<file path="config.mk">
export PLATFORM = sky130hd
export DESIGN_NAME = if_pc_vec_ctrl_flat
export DESIGN_NICKNAME = d
export VERILOG_FILES = /design/src/rtl/if_pc_vec_ctrl_if.sv /design/src/rtl/if_pc_vec_ctrl.sv /design/src/flat_wrapper.sv
export SDC_FILE = /design/constraint.sdc
export NUM_CORES = 1
export LEC_CHECK = 0
export CAP_MARGIN = 10
export CORE_ASPECT_RATIO = 1.2
export CORE_UTILIZATION = 60
export DETAILED_ROUTE_END_ITERATION = 16
export HOLD_SLACK_MARGIN = 0.12
export PLACE_DENSITY = 0.85
export SLEW_MARGIN = 20
export SYNTH_ARGS = -nofsm -noshare
export SYNTH_HDL_FRONTEND = slang
export SYNTH_SLANG_ARGS = --single-unit
export TNS_END_PERCENT = 100
</file>
<file path="constraint.sdc">
create_clock -name clk -period 7 [get_ports clk]
set_input_delay 1.4 -clock clk [delete_from_list [all_inputs] [get_ports clk]]
set_output_delay 1.4 -clock clk [all_outputs]
set_load 0.01 [all_outputs]
</file>
<file path="src/rtl/if_pc_vec_ctrl_if.sv">
// Bus bundle between the IF-stage PC/vector controller and its surrounding pipeline.
interface if_pc_vec_ctrl_if #(
    parameter int unsigned WIDTH       = 32,
    parameter int unsigned NUM_IRQ     = 4,
    parameter int unsigned STACK_DEPTH = 4
);
    localparam int unsigned ID_W    = (NUM_IRQ > 1) ? $clog2(NUM_IRQ) : 1;
    localparam int unsigned DEPTH_W = $clog2(STACK_DEPTH + 1);

    logic [WIDTH-1:0]   if_npc;
    logic               pc_write;
    logic [NUM_IRQ-1:0] irq_req;
    logic [NUM_IRQ-1:0] irq_mask;
    logic               int_enable;
    logic               int_restore;
    logic [WIDTH-1:0]   if_pc_out;
    logic               int_ack;
    logic [ID_W-1:0]    int_ack_id;
    logic               int_active;
    logic [DEPTH_W-1:0] int_depth;
    logic               restore_err;

    modport master (
        output if_npc, pc_write, irq_req, irq_mask, int_enable, int_restore,
        input  if_pc_out, int_ack, int_ack_id, int_active, int_depth, restore_err
    );

    modport slave (
        input  if_npc, pc_write, irq_req, irq_mask, int_enable, int_restore,
        output if_pc_out, int_ack, int_ack_id, int_active, int_depth, restore_err
    );
endinterface

</file>
<file path="src/rtl/if_pc_vec_ctrl.sv">
// Fetch PC register with prioritised vectored interrupts and a nested save/restore stack.
module if_pc_vec_ctrl #(
    parameter int unsigned      WIDTH       = 32,
    parameter logic [WIDTH-1:0] RESET_PC    = '0,
    parameter int unsigned      NUM_IRQ     = 4,
    parameter logic [WIDTH-1:0] VEC_BASE    = WIDTH'(32'h0000_0A78),
    parameter logic [WIDTH-1:0] VEC_STRIDE  = WIDTH'(32'h0000_0010),
    parameter int unsigned      STACK_DEPTH = 4
) (
    input logic            clk,
    input logic            reset,
    if_pc_vec_ctrl_if.slave bus
);
    localparam int unsigned ID_W    = (NUM_IRQ > 1) ? $clog2(NUM_IRQ) : 1;
    localparam int unsigned LVL_W   = $clog2(NUM_IRQ + 1);
    localparam int unsigned DEPTH_W = $clog2(STACK_DEPTH + 1);
    localparam int unsigned IDX_W   = (STACK_DEPTH > 1) ? $clog2(STACK_DEPTH) : 1;

    logic [WIDTH-1:0]   pc;
    logic [LVL_W-1:0]   cur_level;
    logic [DEPTH_W-1:0] sp;
    logic               int_ack;
    logic [ID_W-1:0]    int_ack_id;
    logic               restore_err;

    logic [WIDTH-1:0]   pc_stack  [STACK_DEPTH];
    logic [LVL_W-1:0]   lvl_stack [STACK_DEPTH];

    logic [NUM_IRQ-1:0] elig_c;
    logic               any_elig_c;
    logic [ID_W-1:0]    winner_c;
    logic               pop_c;
    logic               push_c;
    logic [IDX_W-1:0]   push_idx_c;
    logic [IDX_W-1:0]   pop_idx_c;
    logic [WIDTH-1:0]   vec_pc_c;

    // Eligibility and lowest-index winner; only strictly higher priority than the active level qualifies
    always_comb begin
        elig_c     = '0;
        any_elig_c = 1'b0;
        winner_c   = '0;
        for (int i = 0; i < int'(NUM_IRQ); i++) begin
            elig_c[i] = bus.irq_req[i] & bus.irq_mask[i] & bus.int_enable
                        & (LVL_W'(i) < cur_level);
        end
        for (int i = int'(NUM_IRQ) - 1; i >= 0; i--) begin
            if (elig_c[i]) begin
                winner_c   = ID_W'(i);
                any_elig_c = 1'b1;
            end
        end
    end

    // A restore strobe always wins the cycle, so any concurrent take is deferred
    always_comb begin
        pop_c      = bus.int_restore & (sp != '0);
        push_c     = ~bus.int_restore & any_elig_c & (sp < DEPTH_W'(STACK_DEPTH));
        push_idx_c = IDX_W'(sp);
        pop_idx_c  = IDX_W'(sp - DEPTH_W'(1));
        vec_pc_c   = VEC_BASE + VEC_STRIDE * WIDTH'(winner_c);
    end

    always_ff @(posedge clk or negedge reset) begin
        if (!reset) begin
            pc          <= RESET_PC;
            cur_level   <= LVL_W'(NUM_IRQ);
            sp          <= '0;
            int_ack     <= 1'b0;
            int_ack_id  <= '0;
            restore_err <= 1'b0;
        end else begin
            int_ack <= 1'b0;
            if (pop_c) begin
                pc        <= pc_stack[pop_idx_c];
                cur_level <= lvl_stack[pop_idx_c];
                sp        <= sp - DEPTH_W'(1);
            end else if (bus.int_restore) begin
                restore_err <= 1'b1;
            end else if (push_c) begin
                pc         <= vec_pc_c;
                cur_level  <= LVL_W'(winner_c);
                sp         <= sp + DEPTH_W'(1);
                int_ack    <= 1'b1;
                int_ack_id <= winner_c;
            end else if (bus.pc_write) begin
                pc <= bus.if_npc;
            end
        end
    end

    // Save stack payload needs no reset; entries above sp are never read
    always_ff @(posedge clk) begin
        if (push_c) begin
            pc_stack[push_idx_c]  <= pc;
            lvl_stack[push_idx_c] <= cur_level;
        end
    end

    assign bus.if_pc_out   = pc;
    assign bus.int_ack     = int_ack;
    assign bus.int_ack_id  = int_ack_id;
    assign bus.int_active  = (sp != '0);
    assign bus.int_depth   = sp;
    assign bus.restore_err = restore_err;
endmodule

</file>
<file path="src/flat_wrapper.sv">
// flat-port wrapper written by rule: the top's interface ports become plain ports
module if_pc_vec_ctrl_flat 
#(
    parameter int unsigned      WIDTH       = 32,
    parameter logic [WIDTH-1:0] RESET_PC    = '0,
    parameter int unsigned      NUM_IRQ     = 4,
    parameter logic [WIDTH-1:0] VEC_BASE    = WIDTH'(32'h0000_0A78),
    parameter logic [WIDTH-1:0] VEC_STRIDE  = WIDTH'(32'h0000_0010),
    parameter int unsigned      STACK_DEPTH = 4
)
  (clk, reset, bus_if_npc, bus_pc_write, bus_irq_req, bus_irq_mask, bus_int_enable, bus_int_restore, bus_if_pc_out, bus_int_ack, bus_int_ack_id, bus_int_active, bus_int_depth, bus_restore_err);
  if_pc_vec_ctrl_if #(.WIDTH(WIDTH), .NUM_IRQ(NUM_IRQ), .STACK_DEPTH(STACK_DEPTH)) bus_i ();
  input logic clk;
  input logic reset;
  input wire logic [$bits(bus_i.if_npc)-1:0] bus_if_npc;
  input wire logic [$bits(bus_i.pc_write)-1:0] bus_pc_write;
  input wire logic [$bits(bus_i.irq_req)-1:0] bus_irq_req;
  input wire logic [$bits(bus_i.irq_mask)-1:0] bus_irq_mask;
  input wire logic [$bits(bus_i.int_enable)-1:0] bus_int_enable;
  input wire logic [$bits(bus_i.int_restore)-1:0] bus_int_restore;
  output wire logic [$bits(bus_i.if_pc_out)-1:0] bus_if_pc_out;
  output wire logic [$bits(bus_i.int_ack)-1:0] bus_int_ack;
  output wire logic [$bits(bus_i.int_ack_id)-1:0] bus_int_ack_id;
  output wire logic [$bits(bus_i.int_active)-1:0] bus_int_active;
  output wire logic [$bits(bus_i.int_depth)-1:0] bus_int_depth;
  output wire logic [$bits(bus_i.restore_err)-1:0] bus_restore_err;
  assign bus_i.if_npc = bus_if_npc;
  assign bus_i.pc_write = bus_pc_write;
  assign bus_i.irq_req = bus_irq_req;
  assign bus_i.irq_mask = bus_irq_mask;
  assign bus_i.int_enable = bus_int_enable;
  assign bus_i.int_restore = bus_int_restore;
  assign bus_if_pc_out = bus_i.if_pc_out;
  assign bus_int_ack = bus_i.int_ack;
  assign bus_int_ack_id = bus_i.int_ack_id;
  assign bus_int_active = bus_i.int_active;
  assign bus_int_depth = bus_i.int_depth;
  assign bus_restore_err = bus_i.restore_err;
  if_pc_vec_ctrl #(.WIDTH(WIDTH), .RESET_PC(RESET_PC), .NUM_IRQ(NUM_IRQ), .VEC_BASE(VEC_BASE), .VEC_STRIDE(VEC_STRIDE), .STACK_DEPTH(STACK_DEPTH)) u_core (.clk(clk), .reset(reset), .bus(bus_i));
endmodule
</file>
== Yosys cells after proc, flatten, opt, wreduce, memory -nomap -nowiden ==
Memories as Yosys holds them, arrays and structs flattened.
Index checks and enable logic that the tools add are counted.

* Magnitude comparators: 5
* Bitwise operators: 17
* $add $sub $neg: 3
* Equality and inequality tests: 1
* Reductions and logical operators: 7
* Mux-type cells: 22

{| class="wikitable"
|+ Operators by type and width
! cell !! count
|-
| 32-bit two-way mux || 4
|-
| 3-bit two-way mux || 6
|-
| 1-bit bitwise AND || 15
|-
| 12-bit by 6-bit adder with 13-bit output, first input constant || 1
|-
| 1-bit two-way mux || 8
|-
| 2-bit two-way mux || 4
|-
| 1-bit by 3-bit less-than comparator with 1-bit output, first input constant || 2
|-
| 2-bit by 3-bit less-than comparator with 1-bit output, first input constant || 2
|-
| 2-bit AND reduction || 3
|-
| 3-bit nonzero test || 2
|-
| 3-bit by 1-bit adder with 3-bit output, second input constant || 1
|-
| 3-bit less-than comparator, second input constant || 1
|-
| 3-bit AND reduction || 1
|-
| 3-bit by 1-bit subtractor with 3-bit output, second input constant || 1
|-
| 2-bit by 1-bit != test with 1-bit output, second input constant || 1
|-
| 1-bit inverter || 2
|-
| 2-bit nonzero test || 1
|}

* Output and inout port bits: 40
* Bits in writable memories: 140
* Register bits: 42
* Memories kept: 2
* Input bits: 45
* Word-level logic and storage cells: 63

{| class="wikitable"
|+ Memory list
! name !! depth !! bits a word !! read ports !! clocked after memory_dff !! wr ports !! RTL line !! RTL
|-
| u_core.pc_stack || 4 || 32 || 1 || 0 || 1 || if_pc_vec_ctrl.sv:26 || <nowiki>logic [WIDTH-1:0] pc_stack [STACK_DEPTH];</nowiki>
|-
| u_core.lvl_stack || 4 || 3 || 1 || 0 || 1 || if_pc_vec_ctrl.sv:27 || <nowiki>logic [LVL_W-1:0] lvl_stack [STACK_DEPTH];</nowiki>
|}

== Longest topological paths before layout ==
* Depth in word-level cells: 12
* Mapped depth: 11

== Least setup slack after synthesis ==
OpenSTA, ideal clock, no wires.

* Path type: input to register
* From: input port bus_int_enable
* To: memory u_core.lvl_stack[0][0] (netlist name) (enable)
* Setup time: 0.395 ns
* Stages on the path: 6
* Data arrival time: 2.967 ns
* Path slack: 3.638 ns
* Cells stage by stage: nand3_1 -> o21ai_1 -> o21ai_4 -> inv_4 -> buf_6 -> and2_1

* Longest elaborated chain between the ends: 10

{| class="wikitable"
|+ Ends and longest elaborated chain
! what !! RTL line !! RTL
|-
| start, declared || flat_wrapper.sv:19 || <nowiki>input wire logic [$bits(bus_i.int_enable)-1:0] bus_int_enable;</nowiki>
|-
| 1-bit bitwise AND || if_pc_vec_ctrl.sv:44 || <nowiki>elig_c[i] = bus.irq_req[i] & bus.irq_mask[i] & bus.int_enable</nowiki>
|-
| 1-bit bitwise AND || if_pc_vec_ctrl.sv:45 || <nowiki>& (LVL_W'(i) < cur_level);</nowiki>
|-
| 1-bit two-way mux (3 in series) || if_pc_vec_ctrl.sv:48 || <nowiki>if (elig_c[i]) begin</nowiki>
|-
| 1-bit two-way mux * || if_pc_vec_ctrl.sv:48 ||
|-
| 1-bit bitwise AND * (2 in series) || if_pc_vec_ctrl.sv:58 || <nowiki>push_c = ~bus.int_restore & any_elig_c & (sp < DEPTH_W'(STACK_DEPTH));</nowiki>
|-
| 1-bit two-way mux * || if_pc_vec_ctrl.sv:94 || <nowiki>if (push_c) begin</nowiki>
|-
| 1-bit two-way mux (implied by the code) * || if_pc_vec_ctrl.sv:96 || <nowiki>lvl_stack[push_idx_c] <= cur_level;</nowiki>
|-
| end, declared || if_pc_vec_ctrl.sv:27 ||
|}

Mark *: on every way between the ends. The rest lies on a longest branch, timed or not.

== Final worst setup path ==
* From: register u_core.sp[0], in the netlist u_core.bus.int_depth[0]
* To: output port bus_int_active

* Longest elaborated chain between the ends: 1

{| class="wikitable"
|+ Ends and longest elaborated chain
! what !! RTL line !! RTL
|-
| start, declared || if_pc_vec_ctrl.sv:21 || <nowiki>logic [DEPTH_W-1:0] sp;</nowiki>
|-
| start signal, assigned || if_pc_vec_ctrl.sv:77 || <nowiki>sp <= sp - DEPTH_W'(1);</nowiki>
|-
| start signal, assigned || if_pc_vec_ctrl.sv:83 || <nowiki>sp <= sp + DEPTH_W'(1);</nowiki>
|-
| 3-bit nonzero test || if_pc_vec_ctrl.sv:103 || <nowiki>assign bus.int_active = (sp != '0);</nowiki>
|-
| end, declared || flat_wrapper.sv:24 || <nowiki>output wire logic [$bits(bus_i.int_active)-1:0] bus_int_active;</nowiki>
|}

No other way between the ends.

==> results by group <==
Clock tree
  – H-tree Lvls: 4
  – Hold buffer count at CTS: 0
  – CTS clk-pin slew, worst paths: around 0.060 ns
  – Clock Path Buffers: 2
  – CTS Buf Count: 17
  – CTS tree: built
  – Clock root buffer: clkbuf_16
  – Number of post-CTS setup repair buffers: 0
  – Resize count post-CTS: 0
  – Worst-skew pair later-pin latency: between 0.4 and 0.5 ns
  – CTS sink count: between 150 and 200

Floorplan
  – Starting Density: 0.617
  – DIE HEIGHT: between 100 and 150 um
  – FP Rows: 43
  – Core Area: 11,600 um2
  – Die width: around 100 um
  – Total Die Area: 12,400 um2
  – I/O pin cnt: 85

GRT
  – Grt ovf: 0
  – Total GRT Usage: 0.267
  – Antenna violations before repair: 0
  – First-pass GRT wire length: roughly 23,000 um
  – Number of global-route vias before repair: between 4k and 5k
  – Largest net degree at the start of global routing: between 40 and 50

STA
  – Slew Viols, Final: 0
  – Fin crit period: 4.06 ns
  – Highest Clock Rate: ~250 MHz
  – Skew final: roughly 0.0052 ns
  – Hold slack: roughly 0.47 ns
  – Slew HR: 0.332
  – Tcrit/Tclk final: 0.580
  – Setup violators final: 0
  – RSZ-0062 raised after global routing: no
  – Setup TNS Final: 0 ns
  – Worst-margin pin slew: 1.00 ns
  – Final Hold Fails: 0

Synthesis
  – Mean post-synth cell area: ~18 um2
  – Top post-synthesis cells by count: edfxtp_1 (140), dfrtp_1 (41), nand2_1 (40), mux4_2 (35), o21ai_0 (31)
  – Post-synthesis sequential area ratio: 0.734
  – Most common flop cell mapped by yosys: edfxtp_1
  – Yosys cell types: between 40 and 50
  – YS warnings: 0
  – Most instantiated library cell after synthesis: edfxtp_1
  – Yosys top cell area share: 0.587
  – Mapped Area: approximately 7000 um2
  – Number of synthesized register bits: around 180
  – Syn nets: around 450
  – Ys async rst share: 0.231
  – Post-synth EDFFs: between 100 and 150
  – Area contributors post-synth: edfxtp_1 (59%), dfrtp_1 (14%), mux4_2 (11%)
  – Most area-hungry cell type in the Yosys netlist: edfxtp_1
  – Synth Instances: roughly 400

Critical path
  – Critical path peak fanout: 40
  – Critical path's largest stage delay: around 0.60 ns
  – Crit path kind: flop to primary output
  – R2r startpoint: u_core.bus.int_depth[0]
  – Gate family responsible for the most delay along the worst path: buffers and inverters
  – CP bufs+invs: 4
  – Crit path required time: between 5 and 6 ns
  – Cell mode on critical path: inv_1
  – CP Launch Point: u_core.bus.int_depth[0]
  – Crit path cell chain: buf_4, inv_1, ha_1, nor2b_1, inv_1, clkdlybuf4s50_1
  – Slowest CP cell: buf_4
  – CP endpoint kind: primary output
  – Worst Path Arrival: 2.66 ns
  – Crit path launch type: flop

Final layout
  – P&R area growth vs syn: 21.3%
  – Nets: approximately 540
  – Share of post-route cells with drive strength above 1: 0.165
  – Antenna cell count: 0
  – Fill cells: around 670

Job
  – Total of max-cap violations: 0

Detailed routing
  – DRT Pass-1 Iters: 5
  – Routed Antenna Nets: 0
  – Initial drt markers: 304
  – Routed vias/inst: slightly above 6
  – Total Wirelength: 15,300 um
  – Drt wl/cell: between 20 and 25 um
  – DRC: 0
  – Via count: ~4.1k

Outcome
  – Status: finished, final reports clean

Pwr
  – IR drop worst, VDD: around 0.27 mV
  – Combinational share of power: 0.317
  – Leakage: between 3 and 4 nW
  – Clock share of power: 0.240
  – Sw Pwr: 1.14 mW
  – Reg power frac: 0.443
  – PD cells: ~430 nW/um2
  – Int Pwr: between 2 and 3 mW
  – Final Power: approximately 3.8 mW
  – Switching part of the total: 0.302

Placement
  – Detail Placement HPWL: ~8400 um
  – I/O Buffers: 84
  – Placer Congestion: ~0.8

Worst hold path
  – HP Start: u_core.bus.restore_err
  – Hold Path Class: flop to flop
## cells by family (layout without fill, tap and decap cells)
| kind of cell | after synthesis | after routing | share of synthesized area |
|---|---|---|---|
| AND/OR/NAND/NOR | 66 | 66 | 0.0417 |
| adder cells (fa/ha/maj) | 7 | 7 | 0.0122 |
| XOR/XNOR | 1 | 1 | 0.00122 |
| flip-flops | 182 | 182 | 0.734 |
| buffers and inverters | 26 | 125 | 0.0178 |
| multiplexers | 35 | 35 | 0.110 |
| AO/OA/AOI/OAI | 82 | 82 | 0.0835 |
## through the flow
stage / cell area (um2) / worst slack, ns / util / cells
after detailed placement: 8130 / 2.95 / 0.699 / 623
after CTS: 8690 / 2.85 / 0.748 / 655
final: 8690 / 2.94 / 0.748 / 655
after global placement: 8130 / 3.07 / 0.699 / 623
after global routing: 8690 / 2.77 / 0.748 / 655
after floorplan: 7170 / 3.64 / - / 399
## power groups by stage
stage                     sequential [mW]  combinational (mW)  clock, mW
after floorplan                      1.67               0.697          0
after global placement               1.65                1.14          0
after detailed placement             1.68                1.17          0
after CTS                            1.66                1.21      0.913
after global routing                 1.69                1.28      0.947
final                                1.67                1.19      0.906
## worst reg2reg max path, stage by stage, from the launching register on
cell and delay (ns):
dfrtp_2 0.34, buf_4 0.60, inv_1 0.24, ha_1 0.26, nor2b_1 0.18, nor2_2 0.10
buf_4 0.40, o22ai_2 0.13, buf_4 0.27, nand2_2 0.56, a2bb2oi_1 0.28
## worst paths after layout
| check | endpoint | slack [ns] | depth (start not counted) |
|---|---|---|---|
| min reg2reg | u_core.bus.restore_err | 0.47 | 1 |
| min | u_core.bus.restore_err | 0.47 | 1 |
| max | bus_int_active | 2.94 | 6 |
| max in group asynchronous | u_core.bus.int_depth[0] | 5.62 | 1 |
| max reg2reg | u_core.bus.if_pc_out[30] | 3.55 | 10 |
| min in group asynchronous | u_core.bus.int_ack_id[0] | 0.98 | 1 |
## placed cells by master, fill, tap and decap left out, drive strengths merged, types with 2 or more instances in the layout
cell	netlist	layout
nand3	5	5
clkinv	0	2
edfxtp	140	140
a21o	2	2
clkbuf	9	29
a2bb2oi	25	25
nor2b	2	2
o21ai	34	34
inv	5	5
a31oi	2	2
nor2	7	7
mux4	35	35
a41oi	2	2
clkdlybuf4s50	0	83
nor3	2	2
and2	5	5
nand2	41	41
buf	12	5
a21oi	4	4
ha	7	7
dfrtp	41	41
## registers in the layout, indices dropped and copies added (netlist names)
name                    flops
u_core.bus.if_pc_out       32
u_core.lvl_stack           12
u_core.bus.restore_err      1
u_core.cur_level            3
u_core.bus.int_ack          1
u_core.pc_stack           128
u_core.bus.int_ack_id       2
u_core.bus.int_depth        3
## final cells by class
cell class                 instances  area [um2]  share of cell area
inverter                           5        21.3             0.00245
clock inverter                     3        40.0             0.00460
timing repair buffer              88         868              0.0999
clock buffer                      29         522              0.0600
multi-input combinational        191        1790               0.206
sequential                       182        5260               0.605
tap                              157         196              0.0226
## routing by layer
| layer | vias to the layer above | global-route usage | wire length [um] |
|---|---|---|---|
| li1 | 1758 | - | - |
| met1 | 2095 | 0.354 | 6180 |
| met2 | 185 | 0.416 | 7730 |
| met3 | 45 | 0.0505 | 847 |
| met4 | 0 | 0.157 | 514 |
| met5 | - | 0 | 0 |
Note: power is estimated with default switching activity, not from simulation.
